File: src/rtl/signal_sync_bank_if.sv
`timescale 1ns/1ps
`default_nettype none
// ============================================================================
// Module   : signal_sync_bank_if
// Brief    : Pad-side inputs and synchronised level/valid/strobe outputs
// Revision : 1.0 - initial release
// ============================================================================
interface signal_sync_bank_if #(
  parameter int WIDTH = 1
);
  logic [WIDTH-1:0] signal_i;
  logic [WIDTH-1:0] signal_o;
  logic             valid_o;
  logic [WIDTH-1:0] edge_o;
  logic [WIDTH-1:0] posedge_o;
  logic [WIDTH-1:0] negedge_o;

  modport master (
    output signal_i,
    input  signal_o, valid_o, edge_o, posedge_o, negedge_o
  );

  modport slave (
    input  signal_i,
    output signal_o, valid_o, edge_o, posedge_o, negedge_o
  );
endinterface
`default_nettype wire

File: src/rtl/signal_sync_bank.sv
`timescale 1ns/1ps
`default_nettype none
// ============================================================================
// Module   : signal_sync_bank
// Brief    : WIDTH-channel async-input synchroniser with glitch filter, level,
//            valid and one-cycle edge strobes
// Revision : 1.0 - initial release
// ============================================================================
module signal_sync_bank #(
  parameter int WIDTH         = 1,
  parameter int SYNC_STAGES   = 2,
  parameter int FILTER_CYCLES = 1
) (
  input  wire               clk_i,
  input  wire               rst_ni,
  signal_sync_bank_if.slave bus
);

  localparam int c_fill_w = $clog2(SYNC_STAGES + 1);
  localparam int c_cnt_w  = (FILTER_CYCLES > 1) ? $clog2(FILTER_CYCLES) : 1;

  logic [WIDTH-1:0]    r_sync [SYNC_STAGES];
  logic [c_fill_w-1:0] r_fill;
  logic                r_valid;
  logic                w_fill_done;
  logic [WIDTH-1:0]    w_syn;
  logic [WIDTH-1:0]    w_level;
  logic [WIDTH-1:0]    w_edge;
  logic [WIDTH-1:0]    w_pos;
  logic [WIDTH-1:0]    w_neg;

  always_ff @(posedge clk_i) begin
    if (!rst_ni) begin
      for (int k = 0; k < SYNC_STAGES; k++) begin
        r_sync[k] <= '0;
      end
    end else begin
      r_sync[0] <= bus.signal_i;
      for (int k = 1; k < SYNC_STAGES; k++) begin
        r_sync[k] <= r_sync[k-1];
      end
    end
  end

  assign w_syn       = r_sync[SYNC_STAGES-1];
  assign w_fill_done = (r_fill == c_fill_w'(SYNC_STAGES));

  // Shared fill tracking: valid only once the whole chain holds real samples
  always_ff @(posedge clk_i) begin
    if (!rst_ni) begin
      r_fill  <= '0;
      r_valid <= 1'b0;
    end else begin
      if (!w_fill_done) begin
        r_fill <= r_fill + c_fill_w'(1);
      end else begin
        r_valid <= 1'b1;
      end
    end
  end

  generate
    for (genvar i = 0; i < WIDTH; i++) begin : g_chan
      logic [c_cnt_w-1:0] r_cnt;
      logic               r_level;
      logic               r_edge;
      logic               r_pos;
      logic               r_neg;

      always_ff @(posedge clk_i) begin
        if (!rst_ni) begin
          r_cnt   <= '0;
          r_level <= 1'b0;
          r_edge  <= 1'b0;
          r_pos   <= 1'b0;
          r_neg   <= 1'b0;
        end else begin
          r_edge <= 1'b0;
          r_pos  <= 1'b0;
          r_neg  <= 1'b0;
          if (!r_valid) begin
            // Initial load is silent: it reflects the first real sample, not a change
            r_cnt <= '0;
            if (w_fill_done) begin
              r_level <= w_syn[i];
            end
          end else if (w_syn[i] == r_level) begin
            r_cnt <= '0;
          end else if (r_cnt == c_cnt_w'(FILTER_CYCLES - 1)) begin
            r_level <= w_syn[i];
            r_cnt   <= '0;
            r_edge  <= 1'b1;
            r_pos   <= w_syn[i];
            r_neg   <= ~w_syn[i];
          end else begin
            r_cnt <= r_cnt + c_cnt_w'(1);
          end
        end
      end

      assign w_level[i] = r_level;
      assign w_edge[i]  = r_edge;
      assign w_pos[i]   = r_pos;
      assign w_neg[i]   = r_neg;
    end
  endgenerate

  assign bus.signal_o  = w_level;
  assign bus.valid_o   = r_valid;
  assign bus.edge_o    = w_edge;
  assign bus.posedge_o = w_pos;
  assign bus.negedge_o = w_neg;

endmodule
`default_nettype wire

File: src/flat_wrapper.sv
// flat-port wrapper written by rule: the top's interface ports become plain ports
module signal_sync_bank_flat 
#(
  parameter int WIDTH         = 1,
  parameter int SYNC_STAGES   = 2,
  parameter int FILTER_CYCLES = 1
)
  (clk_i, rst_ni, bus_signal_i, bus_signal_o, bus_valid_o, bus_edge_o, bus_posedge_o, bus_negedge_o);
  signal_sync_bank_if #(.WIDTH(WIDTH)) bus_i ();
  input  wire clk_i;
  input  wire rst_ni;
  input wire logic [$bits(bus_i.signal_i)-1:0] bus_signal_i;
  output wire logic [$bits(bus_i.signal_o)-1:0] bus_signal_o;
  output wire logic [$bits(bus_i.valid_o)-1:0] bus_valid_o;
  output wire logic [$bits(bus_i.edge_o)-1:0] bus_edge_o;
  output wire logic [$bits(bus_i.posedge_o)-1:0] bus_posedge_o;
  output wire logic [$bits(bus_i.negedge_o)-1:0] bus_negedge_o;
  assign bus_i.signal_i = bus_signal_i;
  assign bus_signal_o = bus_i.signal_o;
  assign bus_valid_o = bus_i.valid_o;
  assign bus_edge_o = bus_i.edge_o;
  assign bus_posedge_o = bus_i.posedge_o;
  assign bus_negedge_o = bus_i.negedge_o;
  signal_sync_bank #(.WIDTH(WIDTH), .SYNC_STAGES(SYNC_STAGES), .FILTER_CYCLES(FILTER_CYCLES)) u_core (.clk_i(clk_i), .rst_ni(rst_ni), .bus(bus_i));
endmodule
File: config.mk
export PLATFORM = sky130hd
export DESIGN_NAME = signal_sync_bank_flat
export DESIGN_NICKNAME = d
export VERILOG_FILES = /design/src/rtl/signal_sync_bank_if.sv /design/src/rtl/signal_sync_bank.sv /design/src/flat_wrapper.sv
export SDC_FILE = /design/constraint.sdc
export NUM_CORES = 1
export LEC_CHECK = 0
export CAP_MARGIN = 20
export CORE_AREA = 2 2 39 41
export CTS_CLUSTER_DIAMETER = 40
export DETAILED_ROUTE_END_ITERATION = 12
export DIE_AREA = 0 0 41 43
export GPL_ROUTABILITY_DRIVEN = 0
export PLACE_DENSITY = 0.42
export SYNTH_ARGS = -nofsm -noshare
export SYNTH_HDL_FRONTEND = slang
export SYNTH_SLANG_ARGS = --single-unit
File: constraint.sdc
create_clock -name clk_i -period 1.88 [get_ports clk_i]
set_input_delay 0.376 -clock clk_i [delete_from_list [all_inputs] [get_ports clk_i]]
set_output_delay 0.376 -clock clk_i [all_outputs]
set_load 0.005 [all_outputs]
==> summary.txt, run 1 <==
GRT
  – First-pass GRT wire length: 862 microns
  – Initial antenna violation count: 0
  – Vias in the first global route: 220
  – Total grt overflow: 0
  – Largest net degree at the start of global routing: 9
  – GRT Util Overall: 7.96%

Routing
  – Drt total wl: 481 microns
  – Antenna Nets Post-Route: 0
  – Via Count: 225
  – Met2 routed WL: 212 microns
  – DR pass1 iterations: 2
  – Post-route DRC violation count: 0
  – Met3 WL post-DR: 44 microns
  – Top Layer Used: met4
  – WL met1: 215 microns
  – Avg WL per Cell: 8.29 microns
  – Vias per cell: 3.88
  – DRT iter0 DRCs: 5

Setup path
  – Critical path type: reg -> out
  – Crit path depth: 1
  – End of the critical path: bus_valid_o
  – Startpoint types: flop
  – Crit-path leading delay family: buffers and inverters
  – Critical Path End Type: primary output
  – Max stage delay on crit path: 0.53 ns
  – Slowest stage cell, crit path: clkdlybuf4s50_1
  – Reg2Reg Depth: 4
  – R2R setup slack: 0.77 ns
  – CP Cell Sequence: clkdlybuf4s50_1
  – CP required: 1.50 ns
  – RR Endpoint: u_core.bus.valid_o$_SDFFE_PN0N_
  – FF-to-FF Start: u_core.r_fill[0]$_SDFFE_PN0P_
  – CP Buf/Inv Count: 1
  – Critical-path maximum fanout: 4
  – Critical path arrival: 1.19 ns
  – CP startpoint: u_core.bus.valid_o$_SDFFE_PN0N_

Die
  – Die area: 1760 sq um
  – Starting Density: 24.4%
  – Chip Width: 41 microns
  – Die H: 43 microns
  – Row count: 14
  – Core area: 1380 sq um
  – I/O Pins: 8

Clocking
  – Clock sinks: 10
  – CTS max path bufs: 2
  – Clock transition at path regs: 0.06 ns
  – Post-CTS Hold Buffers: 0
  – CTS resizes: 0
  – Clock root buffer: clkbuf_4
  – Clock latency on the worst-skew pair: 0.26 ns
  – Num CTS Buffers: 3
  – Setup bufs post-CTS: 0
  – CTS tree: done
  – H-tree depth: 1

Finish
  – Area delta synth->final: 33.3%
  – Diodes inserted: 0
  – FILL cells: 151
  – Layout Cells excl Fill: 58
  – Share of layout cells above drive strength 1: 14.3%
  – Nets@finish: 48
  – Design area: 450 sq um
  – Multi-input gate area: 134 sq um
  – Register area: 200 sq um

STA
  – Achievable frequency: 639 MHz
  – Final hold violation count: 0
  – TNS Setup: 0 ns
  – Final worst path period share: 83.3%
  – Final Skew: 0.000820 ns
  – RSZ-0062 raised after global routing: no
  – Final min period: 1.57 ns
  – Final setup viols: 0
  – Max Slew Vio Count: 0

Synth
  – Synth Net Count: 36
  – Share of Yosys cell area claimed by the top area cell type: 59.3%
  – Cells after synthesis: 32
  – Cell area after synthesis: 338 sq um
  – Largest area contributor in the netlist: dfxtp_1
  – Warnings, synthesis: 0
  – Seq/Total Area, Yosys: 59.3%
  – Syn avg cell area: 10.6 sq um
  – Seq cells post-synth: 10
  – Synth top area cells: dfxtp_1 59%, and2_1 7.4%, ha_1 3.7%
  – Netlist cell types: 17

Power
  – Lkg Pwr: 0.170 nW
  – Power Density: 1170 nW/um^2
  – Worst VDD drop: 0.449 mV

Placed design
  – Dpl cell area: 428 sq um
  – Placed insts: 55
  – Input/output buffers: 7

Flow run
  – Total of max-cap violations: 0

Run status
  – Status: finished clean

Min path
  – HP Class: reg -> reg
synth_stat cells:
cell      number
inv_1          1
a21oi_1        1
nor2_1         2
nand3b_1       1
o21ai_0        1
xnor2_1        1
dfxtp_1       10
and2_1         4
nor2_2         1
ha_1           1
nand2b_1       1
conb_1         1
mux2i_1        1
or2b_1         1
and2b_2        1
nand2_1        3
a21oi_2        1
power breakdown:
group	switching [mW]	internal, mW
clock network	0.0658	0.0736
logic	0.0486	0.0739
registers	0.0216	0.243
total	0.136	0.390
area by class of cell:
class,count,area share (%)
flip-flops and latches,10,44.4
multi-input cells,21,29.7
repair buffers,7,15.6
clock buffers,3,5.00
well taps,16,4.44
inverters,1,0.833
kinds of logic after synthesis:
group                    share of synthesized area, %
other                                            1.11
adder cells (fa/ha/maj)                          3.70
AO/OA/AOI/OAI                                    5.55
multiplexers                                     2.96
buffers and inverters                            1.11
AND/OR/NAND/NOR                                  23.7
XOR/XNOR                                         2.59
flip-flops                                       59.3
worst register-to-register path: stages, from the launching register on:
cell     delay, ns
dfxtp_1       0.34
inv_1         0.05
ha_1          0.25
nor2_2        0.15
and2b_2       0.22
cell usage in the layout (no fill, tap or decap):
cell / count
dfxtp_1: 10
clkdlybuf4s50_1: 7
and2_1: 4
nand2_1: 3
clkbuf_4: 3
nor2_1: 2
inv_1: 1
xnor2_1: 1
nor2_2: 1
and2b_2: 1
nand3b_1: 1
or2b_1: 1
nand2b_1: 1
a21oi_1: 1
a21oi_2: 1
mux2i_1: 1
o21ai_0: 1
ha_1: 1
conb_1: 1
worst min path at each step:
stage / startpoint / to / slack, ns / cells past startpoint
floorplan: u_core.r_sync[0][0]$_SDFF_PN0_ / u_core.r_sync[0][1]$_SDFF_PN0_ / 0.41 / 1
global placement: u_core.r_sync[0][0]$_SDFF_PN0_ / u_core.r_sync[0][1]$_SDFF_PN0_ / 0.43 / 1
detailed placement: u_core.r_sync[0][0]$_SDFF_PN0_ / u_core.r_sync[0][1]$_SDFF_PN0_ / 0.43 / 1
CTS: u_core.r_sync[0][0]$_SDFF_PN0_ / u_core.r_sync[0][1]$_SDFF_PN0_ / 0.45 / 1
global route: u_core.r_sync[0][0]$_SDFF_PN0_ / u_core.r_sync[0][1]$_SDFF_PN0_ / 0.47 / 1
finish: u_core.r_sync[0][0]$_SDFF_PN0_ / u_core.r_sync[0][1]$_SDFF_PN0_ / 0.44 / 1
per-layer routing:
layer	up-vias	track usage [%]
met5	-	0
met4	0	8.00
met3	2	4.71
met2	8	10.0
met1	95	8.47
li1	120	-
metrics by stage:
step           utilization (%)  worst slack (ns)  hold slack [ns]  power, mW
4_1_cts                   32.5             0.306            0.451      0.536
6_report                  32.5             0.314            0.443      0.526
3_5_place_dp              30.9             0.560            0.433      0.393
5_1_grt                   32.5             0.276            0.468      0.568
2_1_floorplan                -             0.830            0.412      0.356
3_3_place_gp              30.9             0.589            0.428      0.394
state kept, by name, indices dropped and copies added (netlist names):
name,flops
u_core.r_fill,2
u_core.r_sync,2
u_core.bus.edge_o,1
u_core.bus.negedge_o,1
u_core.bus.posedge_o,1
u_core.bus.signal_o,1
u_core.bus.valid_o,1
u_core.g_chan.r_cnt,1
Power figures use the tool's default switching activity.
==> run 2: changes to the inputs <==
PLACE_DENSITY = 0.44   (was 0.42)
clock period = 1.36 ns   (was 1.88 ns; I/O delays follow)
==> run 2 against run 1 <==
Utilization up 0.99 points. Design area increased by 3.1%. Worst hold slack got worse by 0.00078 ns. Cell count increased by 1.7%. Global-route usage down 0.29 points. Count of clock-buffer cells in the layout did not move. Setup slack worse by 0.27 ns. Sequential power rose by 36%. Clock skew up 0.0026 ns. Critical path type unchanged. Largest cell class unchanged.
==> summary.txt, run 2 (same netlist as run 1, synthesis figures left out) <==
Run status
  – Status: finished clean

Finish
  – Commonest non-fill, non-tap cell in the layout: dfxtp_1
  – Final Util: 33.5% (+0.99 points)
  – Nets@finish: 49 (+2.1%)
  – Layout Cells excl Fill: 59 (+1.7%)
  – Top flop regs: u_core.r_fill (2), u_core.r_sync (2)
  – Area delta synth->final: 37.4%
  – Diodes inserted: 0 (unchanged)
  – Commonest cells after routing, fill and taps aside: 8 x dfxtp_1, 4 x and2_1, 4 x clkdlybuf4s50_1
  – Share of layout cells above drive strength 1: 20.9% (+6.6 points)

Routing
  – DR pass1 iterations: 4 (+2)
  – Drt total wl: 466 microns (-3.1%)
  – Post-route DRC violation count: 0 (unchanged)
  – Via Count: 237 (+5.3%)
  – DRT iter0 DRCs: 4 (-1)
  – Avg WL per Cell: 7.90 microns (-4.8%)
  – Antenna Nets Post-Route: 0 (unchanged)
  – Vias per cell: 4.02 (+3.5%)

STA
  – TNS Setup: 0 ns (unchanged)
  – Achievable frequency: 760 MHz
  – Final Skew: 0.00345 ns (+0.00263 ns)
  – Max Slew Vio Count: 0 (unchanged)
  – Final worst path period share: 96.8%
  – Final hold violation count: 0 (unchanged)
  – Final setup viols: 0 (unchanged)
  – Final min period: 1.32 ns
  – RSZ-0062 raised after global routing: no

Die
  – Starting Density: 24.4% (unchanged)
  – Row count: 14 (unchanged)
  – Die H: 43 microns (unchanged)
  – I/O Pins: 8 (unchanged)
  – Core area: 1380 sq um (unchanged)
  – Die area: 1760 sq um (unchanged)
  – Chip Width: 41 microns (unchanged)

Power
  – Lkg Pwr: 0.216 nW (+27%)
  – Worst VDD drop: 0.632 mV (+41%)
  – Power Density: 1580 nW/um^2 (+36%)

Clocking
  – H-tree depth: 1 (unchanged)
  – Clock root buffer: clkbuf_4
  – Clock sinks: 10 (unchanged)
  – Num CTS Buffers: 3 (unchanged)
  – CTS max path bufs: 2 (unchanged)
  – Clock latency on the worst-skew pair: 0.25 ns (about the same)
  – Clock transition at path regs: 0.06 ns (about the same)
  – CTS tree: done

Placed design
  – Placed insts: 55 (unchanged)
  – Input/output buffers: 7 (unchanged)
  – DPL Wire Length: 333 microns

GRT
  – Largest net degree at the start of global routing: 9 (unchanged)
  – Initial antenna violation count: 0 (unchanged)
  – First-pass GRT wire length: 807 microns (-6.4%)
  – Total grt overflow: 0 (unchanged)
  – Vias in the first global route: 210 (-4.5%)
  – GRT Util Overall: 7.67% (-0.29 points)

Setup path
  – CP Cell Sequence: clkdlybuf4s50_1
  – Slowest stage cell, crit path: clkdlybuf4s50_1
  – Critical path arrival: 1.04 ns (-0.15 ns)
  – Crit-path leading delay family: buffers and inverters
  – Max stage delay on crit path: 0.49 ns (-0.04 ns)
  – CP Buf/Inv Count: 1 (unchanged)
  – Critical Path End Type: primary output
  – Critical path type: reg -> out
  – Startpoint types: flop
  – CP required: 1.09 ns (-0.41 ns)
  – Critical-path maximum fanout: 1 (-3)

Flow run
  – Total of max-cap violations: 0 (unchanged)

Min path
  – HP Class: reg -> reg
## run 2: area by class of cell
class | count | area (sq um)
multi-input cells | 21 | 134
repair buffers | 8 | 81.3
inverters | 1 | 3.75
well taps | 16 | 20.0
fillers | 147 | 920
clock buffers | 3 | 22.5
flip-flops and latches | 10 | 203
## run 2: stage by stage
| stage | worst slack [ns] | cell area (sq um) | hold WS, ns | total power, mW |
|---|---|---|---|---|
| final | 0.0434 | 464 | 0.442 | 0.735 |
| after global routing | 0.000109 | 464 | 0.476 | 0.790 |
| after CTS | 0.00676 | 459 | 0.452 | 0.751 |
| after detailed placement | 0.144 | 428 | 0.430 | 0.546 |
| after global placement | 0.170 | 428 | 0.429 | 0.545 |
| after floorplan | 0.310 | 338 | 0.394 | 0.492 |
## run 2: worst paths after layout
check / from / to / slack [ns] / cells after the start
worst max-delay path: u_core.bus.edge_o$_SDFF_PP0_ / bus_edge_o / 0.04 / 1
worst min-delay path: u_core.r_sync[0][0]$_SDFF_PN0_ / u_core.r_sync[0][1]$_SDFF_PN0_ / 0.44 / 1
worst max register to register: u_core.r_fill[0]$_SDFFE_PN0P_ / u_core.bus.valid_o$_SDFFE_PN0N_ / 0.23 / 4
worst min register to register: u_core.r_sync[0][0]$_SDFF_PN0_ / u_core.r_sync[0][1]$_SDFF_PN0_ / 0.44 / 1
## run 2: metal layers
metal  track usage (%)  vias to the layer above  wire length [microns]
li1                  -                      122                      -
met1              7.84                      103                    206
met2              8.75                       10                    206
met3              4.71                        2                     43
met4              10.0                        0                      9
met5                 0                        -                      0
## run 2: what timing repair did
action	4_1_cts	5_1_grt
endpoints found under the hold margin	0	0
setup buffers	1	0
gates resized for setup	3	2
hold buffers	0	0
endpoints found under the setup margin	2	2
cloned	0	0
## run 2: power breakdown
group	switching (mW)	leakage [nW]	internal, mW
sequential	0.0227	0.0830	0.338
clock	0.0845	0.0138	0.101
combinational	0.0807	0.119	0.109
==> run 3: changes to the inputs <==
DONT_BUFFER_PORTS = 1   (was unset)
PLACE_DENSITY = 0.36   (was 0.44)
==> run 3 against run 2 <==
Global-route usage shrank 0.63 points. Combinational power fell by 25%. First-iteration DRC count is 50% lower. Critical path depth is 3 higher. Utilization shrank 5.1 points. Worst hold slack got worse by 0.31 ns. Setup slack better by 0.22 ns. Critical path type is now reg -> reg. Count of clock-buffer cells in the layout rose by 1.
==> summary.txt, run 3 (same netlist as run 1, synthesis figures left out) <==
Routing
  – DR pass1 iterations: 2 (-2)
  – Antenna Nets Post-Route: 0 (unchanged)
  – WL met1: 218 microns (+5.8%)
  – Met3 WL post-DR: 29 microns (-33%)
  – Met2 routed WL: 201 microns (-2.4%)
  – Avg WL per Cell: 8.63 microns (+9.3%)
  – Post-route DRC violation count: 0 (unchanged)
  – Via Count: 196 (-17%)
  – DRT iter0 DRCs: 2 (-2)
  – Vias per cell: 3.77 (-6.2%)
  – Top Layer Used: met3
  – Drt total wl: 449 microns (-3.6%)

Clocking
  – CTS resizes: 0 (-3)
  – Clock transition at path regs: 0.06 ns (about the same)
  – Clock root buffer: clkbuf_4
  – CTS max path bufs: 2 (unchanged)
  – Post-CTS Hold Buffers: 0 (unchanged)
  – H-tree depth: 1 (unchanged)
  – Setup bufs post-CTS: 0 (-1)
  – Num CTS Buffers: 3 (unchanged)
  – Clock sinks: 10 (unchanged)
  – Clock latency on the worst-skew pair: 0.26 ns (about the same)
  – CTS tree: done

Finish
  – Commonest non-fill, non-tap cell in the layout: dfxtp_1
  – Share of layout cells above drive strength 1: 19.4% (-1.5 points)
  – Diodes inserted: 0 (unchanged)
  – Multi-input gate area: 134 sq um (unchanged)
  – Top flop regs: u_core.r_fill (2), u_core.r_sync (2)
  – Nets@finish: 41 (-16%)
  – Commonest cells after routing, fill and taps aside: 10 x dfxtp_1, 4 x and2_1, 3 x nand2_1, 3 x clkbuf_4, 2 x nor2_1
  – FILL cells: 151 (+2.7%)
  – Area delta synth->final: 16.7%
  – Final Util: 28.5% (-5.1 points)
  – Register area: 200 sq um (-1.2%)

STA
  – TNS Setup: 0 ns (unchanged)
  – RSZ-0062 raised after global routing: no
  – Max Slew Vio Count: 0 (unchanged)
  – Final min period: 1.10 ns (-0.218 ns)
  – Achievable frequency: 910 MHz (+20%)
  – Final worst path period share: 80.8% (-16 points)
  – Final setup viols: 0 (unchanged)
  – Final hold violation count: 0 (unchanged)
  – Final Skew: 0.00211 ns (-0.00135 ns)

Power
  – Sw frac: 24.6% (-0.98 points)
  – Power Density: 1940 nW/um^2 (+22%)
  – Clock network power share: 33.5% (+8.2 points)
  – Sw Pwr: 0.188 mW (-0.14%)
  – Sequential Power Share: 48.0% (-1.0 points)
  – Lkg Pwr: 0.152 nW (-30%)
  – Worst VDD drop: 0.601 mV (-5.0%)
  – Comb power frac: 18.5% (-7.2 points)
  – P_int: 0.576 mW (+5.2%)
  – Tot Pwr: 0.764 mW (+3.9%)

Setup path
  – CP required: 1.51 ns (+0.42 ns)
  – CP Buf/Inv Count: 1 (unchanged)
  – Critical path arrival: 1.25 ns (+0.21 ns)
  – Crit-path leading delay family: simple AND/OR/NAND/NOR gates
  – Critical path type: reg -> reg
  – Slowest stage cell, crit path: dfxtp_1
  – Critical-path maximum fanout: 4 (+3)
  – CP Cell Sequence: inv_1 -> ha_1 -> nor2_2 -> and2b_2
  – Max stage delay on crit path: 0.34 ns (-0.15 ns)
  – Startpoint types: flop
  – Critical Path End Type: flop

Die
  – Chip Width: 41 microns (unchanged)
  – I/O Pins: 8 (unchanged)
  – Die area: 1760 sq um (unchanged)
  – Starting Density: 24.4% (unchanged)
  – Row count: 14 (unchanged)
  – Core area: 1380 sq um (unchanged)
  – Die H: 43 microns (unchanged)

GRT
  – Initial antenna violation count: 0 (unchanged)
  – Largest net degree at the start of global routing: 9 (unchanged)
  – Vias in the first global route: 173 (-18%)
  – First-pass GRT wire length: 731 microns (-9.4%)
  – GRT Util Overall: 7.04% (-0.63 points)
  – Total grt overflow: 0 (unchanged)

Run status
  – Status: finished clean

Placed design
  – DPL Wire Length: 360 microns (+7.9%)
  – Input/output buffers: 0 (-7)

Min path
  – HP Class: in -> reg

Flow run
  – Total of max-cap violations: 0 (unchanged)
[run 3: power by group through the flow]
stage	logic [mW]	clock network [mW]	registers, mW
2_1_floorplan	0.124	0	0.368
3_3_place_gp	0.136	0	0.373
3_5_place_dp	0.145	0	0.374
4_1_cts	0.146	0.270	0.367
5_1_grt	0.171	0.285	0.372
6_report	0.141	0.256	0.366
[run 3: layer usage]
| metal | vias to the layer above | track usage [%] |
|---|---|---|
| met4 | 0 | 8.00 |
| met2 | 6 | 7.19 |
| met3 | 0 | 5.24 |
| li1 | 108 | - |
| met5 | - | 0 |
| met1 | 82 | 8.06 |
[run 3: worst paths after layout]
| kind | from | endpoint | slack, ns | cells past startpoint |
|---|---|---|---|---|
| min reg2reg | u_core.r_sync[0][0]$_SDFF_PN0_ | u_core.r_sync[0][1]$_SDFF_PN0_ | 0.44 | 1 |
| max | u_core.r_fill[0]$_SDFFE_PN0P_ | u_core.bus.valid_o$_SDFFE_PN0N_ | 0.26 | 4 |
| max reg2reg | u_core.r_fill[0]$_SDFFE_PN0P_ | u_core.bus.valid_o$_SDFFE_PN0N_ | 0.26 | 4 |
| min | rst_ni | u_core.r_sync[0][0]$_SDFF_PN0_ | 0.13 | 1 |
[run 3: cell type report]
type	instances	share of cell area [%]
well taps	16	5.08
inverters	1	0.952
multi-input cells	21	34.0
flip-flops and latches	10	50.8
clock buffers	4	9.21
[run 3: per-stage QoR]
stage	setup WS (ns)	std cells	hold WS, ns	cell area, sq um
after floorplan	0.310	32	0.394	338
after global placement	0.267	48	0.395	358
after detailed placement	0.262	48	0.397	358
after CTS	0.249	52	0.120	394
after global routing	0.183	52	0.110	394
final	0.261	52	0.132	394
